## src/rtl/exu_alu_pkg.sv

```systemverilog
`default_nettype none
// =============================================================================
// exu_alu_pkg : opcodes, FSM state encoding and default width for the EXU ALU
// Rev 1.0
// =============================================================================
package exu_alu_pkg;

   localparam int DEFAULT_XLEN = 32;

   localparam int ALU_OP_W = 4;
   localparam logic [ALU_OP_W-1:0] ALU_OP_ADD   = 4'd0;
   localparam logic [ALU_OP_W-1:0] ALU_OP_SUB   = 4'd1;
   localparam logic [ALU_OP_W-1:0] ALU_OP_XOR   = 4'd2;
   localparam logic [ALU_OP_W-1:0] ALU_OP_OR    = 4'd3;
   localparam logic [ALU_OP_W-1:0] ALU_OP_AND   = 4'd4;
   localparam logic [ALU_OP_W-1:0] ALU_OP_SLT   = 4'd5;
   localparam logic [ALU_OP_W-1:0] ALU_OP_SLTU  = 4'd6;
   localparam logic [ALU_OP_W-1:0] ALU_OP_MVOP2 = 4'd7;
   localparam logic [ALU_OP_W-1:0] ALU_OP_SLL   = 4'd8;
   localparam logic [ALU_OP_W-1:0] ALU_OP_SRL   = 4'd9;
   localparam logic [ALU_OP_W-1:0] ALU_OP_SRA   = 4'd10;

   localparam int ST_W = 2;
   localparam logic [ST_W-1:0] ST_IDLE  = 2'd0;
   localparam logic [ST_W-1:0] ST_SHIFT = 2'd1;
   localparam logic [ST_W-1:0] ST_DONE  = 2'd2;

   function automatic logic is_shift_op(input logic [ALU_OP_W-1:0] op);
      return (op == ALU_OP_SLL) || (op == ALU_OP_SRL) || (op == ALU_OP_SRA);
   endfunction

endpackage
`default_nettype wire

```

## src/rtl/exu_alu_shifter.sv

```systemverilog
`default_nettype none
// =============================================================================
// exu_alu_shifter : iterative shifter, up to SHIFT_STEP bit positions per cycle
// Rev 1.0
// =============================================================================
module exu_alu_shifter #(
   parameter int XLEN       = 32,
   parameter int SHIFT_STEP = 8
) (
   input  logic                     clk,
   input  logic                     rst_n,
   input  logic                     start,
   input  logic [XLEN-1:0]          data_in,
   input  logic [$clog2(XLEN)-1:0]  shamt,
   input  logic                     right,
   input  logic                     arith,
   output logic                     busy,
   output logic                     done,
   output logic [XLEN-1:0]          result
);

   localparam int RW = $clog2(XLEN) + 1;
   localparam logic [RW-1:0] STEP_AMT = RW'(SHIFT_STEP);

   logic [XLEN-1:0] r_data;
   logic [RW-1:0]   r_rem;
   logic            r_right;
   logic            r_arith;

   logic [RW-1:0]   w_amt;
   logic [XLEN-1:0] w_next;

   always_comb begin
      w_amt = (r_rem > STEP_AMT) ? STEP_AMT : r_rem;
      if (!r_right) begin
         w_next = r_data << w_amt;
      end else if (r_arith) begin
         w_next = $signed(r_data) >>> w_amt;
      end else begin
         w_next = r_data >> w_amt;
      end
   end

   always_ff @(posedge clk or negedge rst_n) begin
      if (!rst_n) begin
         r_data  <= '0;
         r_rem   <= '0;
         r_right <= 1'b0;
         r_arith <= 1'b0;
      end else if (start) begin
         r_data  <= data_in;
         r_rem   <= {1'b0, shamt};
         r_right <= right;
         r_arith <= arith;
      end else if (busy) begin
         r_data  <= w_next;
         r_rem   <= r_rem - w_amt;
      end
   end

   // done flags the final step cycle so the caller can leave SHIFT on time
   assign busy   = (r_rem != '0);
   assign done   = busy && (r_rem <= STEP_AMT);
   assign result = r_data;

endmodule
`default_nettype wire

```

## src/rtl/exu_alu_dpath_pipe.sv

```systemverilog
`default_nettype none
// =============================================================================
// exu_alu_dpath_pipe : arbitrated RV integer ALU with iterative shifter
// Rev 1.0
// =============================================================================
module exu_alu_dpath_pipe
   import exu_alu_pkg::*;
#(
   parameter int XLEN       = DEFAULT_XLEN,
   parameter int NREQ       = 3,
   parameter int SHIFT_STEP = 8,
   parameter int IDW        = (NREQ > 1) ? $clog2(NREQ) : 1
) (
   input  logic                       clk,
   input  logic                       rst_n,
   input  logic [NREQ-1:0]            req_valid,
   output logic [NREQ-1:0]            req_ready,
   input  logic [NREQ*ALU_OP_W-1:0]   req_op,
   input  logic [NREQ*XLEN-1:0]       req_op1,
   input  logic [NREQ*XLEN-1:0]       req_op2,
   output logic                       rsp_valid,
   input  logic                       rsp_ready,
   output logic [XLEN-1:0]            rsp_res,
   output logic [IDW-1:0]             rsp_id
);

   localparam int SHW = $clog2(XLEN);

   logic [ST_W-1:0]     r_state;
   logic [ST_W-1:0]     w_next_state;

   logic [NREQ-1:0]     w_grant;
   logic [IDW-1:0]      w_gidx;
   logic                w_any;
   logic [ALU_OP_W-1:0] w_op;
   logic [XLEN-1:0]     w_op1;
   logic [XLEN-1:0]     w_op2;

   logic                w_can_accept;
   logic                w_accept;
   logic                w_slot_free;
   logic                w_sh_start;
   logic                w_load_alu;
   logic                w_load_sh;
   logic [SHW-1:0]      w_shamt;

   logic                w_sub;
   logic [XLEN:0]       w_ext_a;
   logic [XLEN:0]       w_ext_b;
   logic [XLEN:0]       w_add_b;
   logic [XLEN:0]       w_sum;
   logic [XLEN-1:0]     w_alu_res;

   logic                w_sh_busy;
   logic                w_sh_done;
   logic [XLEN-1:0]     w_sh_res;

   logic [IDW-1:0]      r_sh_id;
   logic                r_rsp_valid;
   logic [XLEN-1:0]     r_rsp_res;
   logic [IDW-1:0]      r_rsp_id;

   // Fixed priority: the lowest valid index wins and its fields are selected
   always_comb begin
      w_grant = '0;
      w_gidx  = '0;
      w_any   = 1'b0;
      w_op    = '0;
      w_op1   = '0;
      w_op2   = '0;
      for (int i = 0; i < NREQ; i++) begin
         if (req_valid[i] && !w_any) begin
            w_any      = 1'b1;
            w_grant[i] = 1'b1;
            w_gidx     = IDW'(i);
            w_op       = req_op[i*ALU_OP_W +: ALU_OP_W];
            w_op1      = req_op1[i*XLEN +: XLEN];
            w_op2      = req_op2[i*XLEN +: XLEN];
         end
      end
   end

   assign w_shamt = w_op2[SHW-1:0];

   // One XLEN+1 adder serves ADD/SUB and both compares via its top bit
   always_comb begin
      w_sub     = (w_op == ALU_OP_SUB) || (w_op == ALU_OP_SLT) || (w_op == ALU_OP_SLTU);
      w_ext_a   = {(w_op != ALU_OP_SLTU) & w_op1[XLEN-1], w_op1};
      w_ext_b   = {(w_op != ALU_OP_SLTU) & w_op2[XLEN-1], w_op2};
      w_add_b   = w_sub ? ~w_ext_b : w_ext_b;
      w_sum     = w_ext_a + w_add_b + {{XLEN{1'b0}}, w_sub};
      w_alu_res = '0;
      case (w_op)
         ALU_OP_ADD, ALU_OP_SUB:   w_alu_res = w_sum[XLEN-1:0];
         ALU_OP_XOR:               w_alu_res = w_op1 ^ w_op2;
         ALU_OP_OR:                w_alu_res = w_op1 | w_op2;
         ALU_OP_AND:               w_alu_res = w_op1 & w_op2;
         ALU_OP_SLT, ALU_OP_SLTU:  w_alu_res = {{(XLEN-1){1'b0}}, w_sum[XLEN]};
         ALU_OP_MVOP2:             w_alu_res = w_op2;
         ALU_OP_SLL, ALU_OP_SRL,
         ALU_OP_SRA:               w_alu_res = w_op1;
         default:                  w_alu_res = '0;
      endcase
   end

   exu_alu_shifter #(
      .XLEN       (XLEN),
      .SHIFT_STEP (SHIFT_STEP)
   ) u_shifter (
      .clk     (clk),
      .rst_n   (rst_n),
      .start   (w_sh_start),
      .data_in (w_op1),
      .shamt   (w_shamt),
      .right   (w_op != ALU_OP_SLL),
      .arith   (w_op == ALU_OP_SRA),
      .busy    (w_sh_busy),
      .done    (w_sh_done),
      .result  (w_sh_res)
   );

   always_ff @(posedge clk or negedge rst_n) begin
      if (!rst_n) begin
         r_state <= ST_IDLE;
      end else begin
         r_state <= w_next_state;
      end
   end

   always_comb begin
      w_next_state = r_state;
      case (r_state)
         ST_IDLE:  if (w_sh_start) w_next_state = ST_SHIFT;
         ST_SHIFT: if (w_sh_done || !w_sh_busy) w_next_state = ST_DONE;
         ST_DONE:  if (w_slot_free) w_next_state = ST_IDLE;
         default:  w_next_state = ST_IDLE;
      endcase
   end

   always_comb begin
      w_slot_free  = !r_rsp_valid || rsp_ready;
      w_can_accept = (r_state == ST_IDLE) && w_slot_free;
      w_accept     = w_can_accept && w_any && rst_n;
      w_sh_start   = w_accept && is_shift_op(w_op) && (w_shamt != '0);
      w_load_alu   = w_accept && !w_sh_start;
      w_load_sh    = (r_state == ST_DONE) && w_slot_free;
   end

   // Gated by rst_n so no grant is visible while reset is held
   assign req_ready = w_grant & {NREQ{w_can_accept & rst_n}};

   always_ff @(posedge clk or negedge rst_n) begin
      if (!rst_n) begin
         r_sh_id <= '0;
      end else if (w_sh_start) begin
         r_sh_id <= w_gidx;
      end
   end

   always_ff @(posedge clk or negedge rst_n) begin
      if (!rst_n) begin
         r_rsp_valid <= 1'b0;
         r_rsp_res   <= '0;
         r_rsp_id    <= '0;
      end else if (w_load_alu) begin
         r_rsp_valid <= 1'b1;
         r_rsp_res   <= w_alu_res;
         r_rsp_id    <= w_gidx;
      end else if (w_load_sh) begin
         r_rsp_valid <= 1'b1;
         r_rsp_res   <= w_sh_res;
         r_rsp_id    <= r_sh_id;
      end else if (rsp_ready) begin
         r_rsp_valid <= 1'b0;
      end
   end

   assign rsp_valid = r_rsp_valid;
   assign rsp_res   = r_rsp_res;
   assign rsp_id    = r_rsp_id;

endmodule
`default_nettype wire

```

## config.mk

```make
export PLATFORM = sky130hd
export DESIGN_NAME = exu_alu_dpath_pipe
export DESIGN_NICKNAME = d
export VERILOG_FILES = /design/src/rtl/exu_alu_pkg.sv /design/src/rtl/exu_alu_shifter.sv /design/src/rtl/exu_alu_dpath_pipe.sv
export SDC_FILE = /design/constraint.sdc
export NUM_CORES = 1
export LEC_CHECK = 0
export BUFFER_PORTS_ARGS = -buffer_cell sky130_fd_sc_hd__buf_4
export CAP_MARGIN = 20
export CORE_AREA = 2 2 191 118
export CTS_CLUSTER_SIZE = 40
export DETAILED_ROUTE_END_ITERATION = 6
export DIE_AREA = 0 0 193 120
export HOLD_SLACK_MARGIN = 0.03
export MAX_ROUTING_LAYER = met4
export PLACE_DENSITY = 0.91
export SLEW_MARGIN = 20
export SYNTH_ARGS = -nofsm -noshare
export SYNTH_HDL_FRONTEND = slang
export SYNTH_SLANG_ARGS = --single-unit
```

## constraint.sdc

```tcl
create_clock -name clk -period 3.23 [get_ports clk]
set_input_delay 0.1615 -clock clk [delete_from_list [all_inputs] [get_ports clk]]
set_output_delay 0.1615 -clock clk [all_outputs]
set_load 0.01 [all_outputs]
```

==> summary.md, run 1 <==
| Metric | Value |
|---|---|
| Flops & latches, synth | `79` |
| Post-Synthesis Cells | `1629` |
| Halt Stage | `global routing` |
| Gp weighted congestion | `1.176` |
| Post-Synth Adder-Cell Area | `0.1002` |
| Area leader, netlist | `dfrtp_1` |
| Most frequent cell after synthesis | `o21ai_0` |
| Avg Cell Area, Syn | `7.480 sq um` |
| Largest family of logic cells by synthesized area | `compound AO/OA/AOI/OAI gates` |
| GRT Residual Overflow | `7` |
| Status | `stopped before the end` |
| Number of I/O pins | `248` |
| CTS Buf Count | `9` |
| Number of hold buffers added after cts | `0` |
| Share of the synthesized area in the top cell type | `0.1622` |
| Post-synthesis compound-gate area fraction | `0.3377` |
| Clock Path Buffers | `2` |
| Post-synth ARST share | `1.000` |
| Net Count, Synth | `1936` |
| Seq/Total Area, Yosys | `0.1622` |
| Dominant synthesized flop cell | `dfrtp_1` |
| CTS Sinks | `79` |
| Worst EP post-GRT repair | `rsp_res[28]$_DFFE_PN0P_/D` |
| Post-synthesis mux area share | `0.1126` |
| Synth area leaders | `dfrtp_1 (16%), ha_1 (9.9%), o21ai_0 (8.4%)` |
| Largest net degree at the start of global routing | `80` |
| XOR/XNOR Fraction of Synth Area | `0.03666` |
| Synth cell count leaders | `o21ai_0 (204), nand2_1 (189), a21oi_1 (108), nor2_1 (108), mux2i_1 (97)` |
| Post-synthesis simple-gate area fraction | `0.1719` |
| Die Ht | `120 microns` |
| Clock root buffer | `clkbuf_16` |
| Placed cell area | `0.01628 sq mm` |
| Error | `[ERROR GRT-0232] Routing congestion too high. Check the congestion heatmap in the GUI.` |
| Gr usage total | `0.6945` |
| Num rows | `42` |
| Die Wd | `193 microns` |
| Port Buffers | `247` |
| Yosys warning count | `0` |
| Synthesized area | `0.01219 sq mm` |
| Worst EP Category | `register data pin` |
| Post-synth EDFFs | `0` |
| Detailed placement HPWL | `43920 microns` |
| Unique masters post-synth | `99` |
| Initial Utilization | `0.5656` |
| H-tree Lvls | `3` |
## routing by layer
layer | GRT overflow | global-route usage
met5 | - | -
met4 | 3 | 0.6288
met3 | 0 | 0.5753
met2 | 4 | 0.8226
met1 | 0 | 0.6899
## cell families after synthesis
logic type / count (synthesis)
compound gates: 622
simple gates: 441
buf+inv: 215
mux: 123
fa+ha+maj: 97
flops: 79
xor+xnor: 51
other cells: 1
## timing repair
| item | 4_1_cts |
|---|---|
| endpoints found under the setup margin | 19 |
| gates cloned | 1 |
| hold endpoints to repair | 0 |
| setup buffers | 8 |
| resized for setup | 28 |
| pin swaps | 7 |
## per-stage QoR
| stage | worst slack, ps | setup TNS (ps) | hold WS (ps) | cells | utilization |
|---|---|---|---|---|---|
| floorplan | -328.6 | -3072 | -134.1 | 1629 | - |
| global placement | -574.3 | -6778 | 460.9 | 2304 | 0.7556 |
| detailed placement | -683.9 | -11010 | 479.2 | 2304 | 0.7556 |
| CTS | -126.3 | -1119 | 117.6 | 2329 | 0.7810 |
==> inputs of run 2 (changes only) <==
- CORE_AREA: 2 2 191 118 -> 2 2 178 180
- CTS_CLUSTER_SIZE: 40 -> default
- DIE_AREA: 0 0 193 120 -> 0 0 180 182
- HOLD_SLACK_MARGIN: 0.03 -> default
- MAX_ROUTING_LAYER: met4 -> default
- PLACE_DENSITY: 0.91 -> default
- PLACE_DENSITY_LB_ADDON: default -> 0.15
==> summary.md, run 2 <==
| Metric | Value |
|---|---|
| Status | `complete, but fails checks (was stopped before the end)` |
| Failing checks | `setup timing` |
| Flops & latches, synth | `79 (unchanged)` |
| Worst path slowest cell | `a2111o_1` |
| Synth area leaders | `dfrtp_1 (16%), ha_1 (9.9%), o21ai_0 (8.4%) (unchanged)` |
| Clock root buffer | `clkbuf_16 (unchanged)` |
| Share of the synthesized area in the top cell type | `0.1622 (unchanged)` |
| Die Ht | `182 microns (was 120 microns)` |
| Final hold vios | `0` |
| Initial antenna violation count | `2` |
| ANT nets after route | `0` |
| Delay-heaviest family, CP | `compound AO/OA/AOI/OAI gates` |
| Core area | `0.03099 sq mm` |
| Worst slack, placed | `-484.8 ps (was -683.9 ps)` |
| Startpoint types | `primary input` |
| Most used cell, CP | `buf_12` |
| Post-synth ARST share | `1.000 (unchanged)` |
| Via count | `14470` |
| Share of cells above drive strength 1 | `0.3443` |
| Yosys warning count | `0 (unchanged)` |
| Largest net degree at the start of global routing | `69` |
| Layout filler cell count | `2966` |
| Clock Path Buffers | `2 (unchanged)` |
| Initial Utilization | `0.3933 (was 0.5656)` |
| R2R Setup Slk | `410 ps` |
| Tightest Hold Check Type | `primary input to flip-flop` |
| Clk Latency, worst-skew pair | `350 ps` |
| Max_cap viols | `0` |
| CP Max Fanout | `8` |
| Fin area | `0.01742 sq mm` |
| Via density | `5.867` |
| Gr usage total | `0.3192` |
| Port Buffers | `247 (unchanged)` |
| CP endpoint | `rsp_res[28]` |
| Slowest stage delay, CP | `450 ps` |
| H-tree Lvls | `3 (unchanged)` |
| Die area | `0.03276 sq mm` |
| Area taken by multi-input logic gates | `0.009856 sq mm` |
| Gp weighted congestion | `0.9364 (was 1.176)` |
| WL/cell | `21.70 microns` |
| Met1 wire length | `23330 microns` |
| Placed instance count | `2429 (was 2304)` |
| Most frequent cells in the layout | `buf_4 (520), nand2_1 (185), o21ai_0 (182)` |
| DRC | `0` |
| Most common cell after layout, fill and taps aside | `buf_4` |
| Leak | `7.987 nW` |
| CP Depth | `18` |
| Net Count, Synth | `1936 (unchanged)` |
| RR Startpoint | `u_shifter.r_rem[3]` |
| RSZ-0062 raised after global routing | `true` |
| Highest clock rate | `0.3067 GHz` |
| Area leader, netlist | `dfrtp_1 (unchanged)` |
| Seq. cell area | `0.001978 sq mm` |
| Number of I/O pins | `248 (unchanged)` |
| Slew margin rel. | `0.3973` |
| Final Non-Filler Cells | `2467` |
| Detailed Route WL | `53520 microns` |
| Most frequent cell after synthesis | `o21ai_0 (unchanged)` |
| Post-synth EDFFs | `0 (unchanged)` |
| CP arrival | `3540 ps` |
| ANT cells | `0` |
| Die Wd | `180 microns (was 193 microns)` |
| Worst-Margin Slew | `894.7 ps` |
| CTS Sinks | `79 (unchanged)` |
| Placed cell area | `0.01654 sq mm (was 0.01628 sq mm)` |
| CP Cell Sequence | `buf_12, nand3b_1, a22oi_2, nand2_2, a21oi_4, buf_12, buf_12, xnor2_2, ha_1, a21o_1, a21o_1, a2111oi_4, o211a_1, o31ai_4, a2111o_1, a211oi_2, a41oi_2, nand2_1` |
| Tmin final | `3261 ps` |
| GRT Residual Overflow | `0` |
| Post-Synthesis Cells | `1629 (unchanged)` |
| First-pass detailed-route iteration total | `5` |
| Seq/Total Area, Yosys | `0.1622 (unchanged)` |
| Worst Clk Skew | `6.819 ps` |
| Dominant synthesized flop cell | `dfrtp_1 (unchanged)` |
| Num rows | `65 (was 42)` |
| Detailed placement HPWL | `43030 microns (was 43920 microns)` |
| Global-route wire length before repair | `82280 microns` |
| P per Cell Area | `672.6 mW/mm^2` |
| Buf+Inv Stages, Crit Path | `3` |
| Max-slew violation count | `0` |
| Unique masters post-synth | `99 (unchanged)` |
| Setup crit end kind | `flip-flop` |
| Setup TNS | `-30.69 ps` |
| Synthesized area | `0.01219 sq mm (unchanged)` |
| Number of global-route vias before repair | `14140` |
| Critical path required time | `3510 ps` |
| Met3 wire len | `3652 microns` |
| Routed met2 length | `25100 microns` |
| NumNets Final | `2367` |
| Final worst slack | `-30.69 ps` |
| R2R cell count | `11` |
| Highest Signal Layer | `met4` |
| Crit. Startpoint | `req_valid[1]` |
| Critical path class | `primary input to flip-flop` |
| RR Endpoint | `u_shifter.result[8]` |
| Starting DRC count in detailed routing | `1349` |
| Peak supply drop | `0.0003445 V` |
| Tcrit/Tclk final | `1.010` |
| CTS Buf Count | `9 (unchanged)` |
| Avg Cell Area, Syn | `7.480 sq um (unchanged)` |
| CTS tree | `built` |
| Reg clk slew, reported paths | `60 ps` |
| Final setup vio count | `1` |
| Area Overhead vs Synth | `42.95%` |
| Synth cell count leaders | `o21ai_0 (204), nand2_1 (189), a21oi_1 (108), nor2_1 (108), mux2i_1 (97) (unchanged)` |
-- run 2: cell counts after synthesis --
Identical to the previous run, type by type.
-- run 2: worst register-to-register path: cells and delay by family (launching register included) --
family                 cells  cell delay (ps)
AND/OR/NAND/NOR            4              700
flip-flops                 1              490
multiplexers               2              700
AO/OA/AOI/OAI              3              270
buffers and inverters      2              540
-- run 2: kinds of logic (layout without fill, tap and decap cells) --
logic type,Yosys count,after routing,synth area share
buffers and inverters,215,651,0.07835
AND/OR/NAND/NOR,441,441,0.1719
XOR/XNOR,51,51,0.03666
flip-flops,79,79,0.1622
AO/OA/AOI/OAI,622,622,0.3377
other,1,1,0.0003077
multiplexers,123,123,0.1126
adder cells (fa/ha/maj),97,97,0.1002
-- run 2: layout make-up --
cell class / count / share of cell area
Timing Repair Buffer: 553 / 0.2576
Tap cell: 402 / 0.02888
Clock inverter: 4 / 0.001724
Clock buffer: 12 / 0.01472
Inverter: 82 / 0.01767
Sequential cell: 79 / 0.1136
Multi-Input combinational cell: 1335 / 0.5658
-- run 2: what timing repair did --
action | 4_1_cts | 5_1_grt
endpoints found under the setup margin | 14 | 23
hold endpoints to repair | 18 | 0
cloned | 1 | 1
buffers inserted | 10 | 12
hold buffers | 1 | 0
pin swaps | 18 | 48
gates resized for setup | 17 | 60
-- run 2: worst min path at each step --
stage | startpoint | endpoint | depth (start not counted) | slack [ps]
floorplan | rst_n | r_sh_id[0] | 0 | -130
global placement | rst_n | rsp_id[1] | 1 | 50
detailed placement | rst_n | r_sh_id[1] | 1 | 50
CTS | rsp_ready | rsp_valid | 3 | 140
global route | rsp_ready | rsp_valid | 3 | 160
finish | rsp_ready | rsp_valid | 3 | 140
-- run 2: report_power, final --
group | internal (W) | switching, W
logic | 0.00378 | 0.00462
registers | 0.00147 | 0.000843
clock network | 0.000565 | 0.000431
total | 0.00582 | 0.00590
-- run 2: metal layers --
layer | track usage | up-vias
li1 | - | 6860
met1 | 0.4368 | 6933
met2 | 0.5287 | 597
met3 | 0.03811 | 84
met4 | 0.09236 | 0
met5 | 0 | -
-- run 2: through the flow --
stage | utilization | power [W] | hold slack (ps)
6_report | 0.5622 | 0.01172 | 137.7
5_1_grt | 0.5622 | 0.01254 | 161.0
4_1_cts | 0.5499 | 0.01142 | 135.3
3_5_place_dp | 0.5339 | 0.01031 | 50.06
3_3_place_gp | 0.5339 | 0.01029 | 49.48
2_1_floorplan | - | 0.007161 | -134.1
No activity file was read; power rests on OpenSTA's default activity.
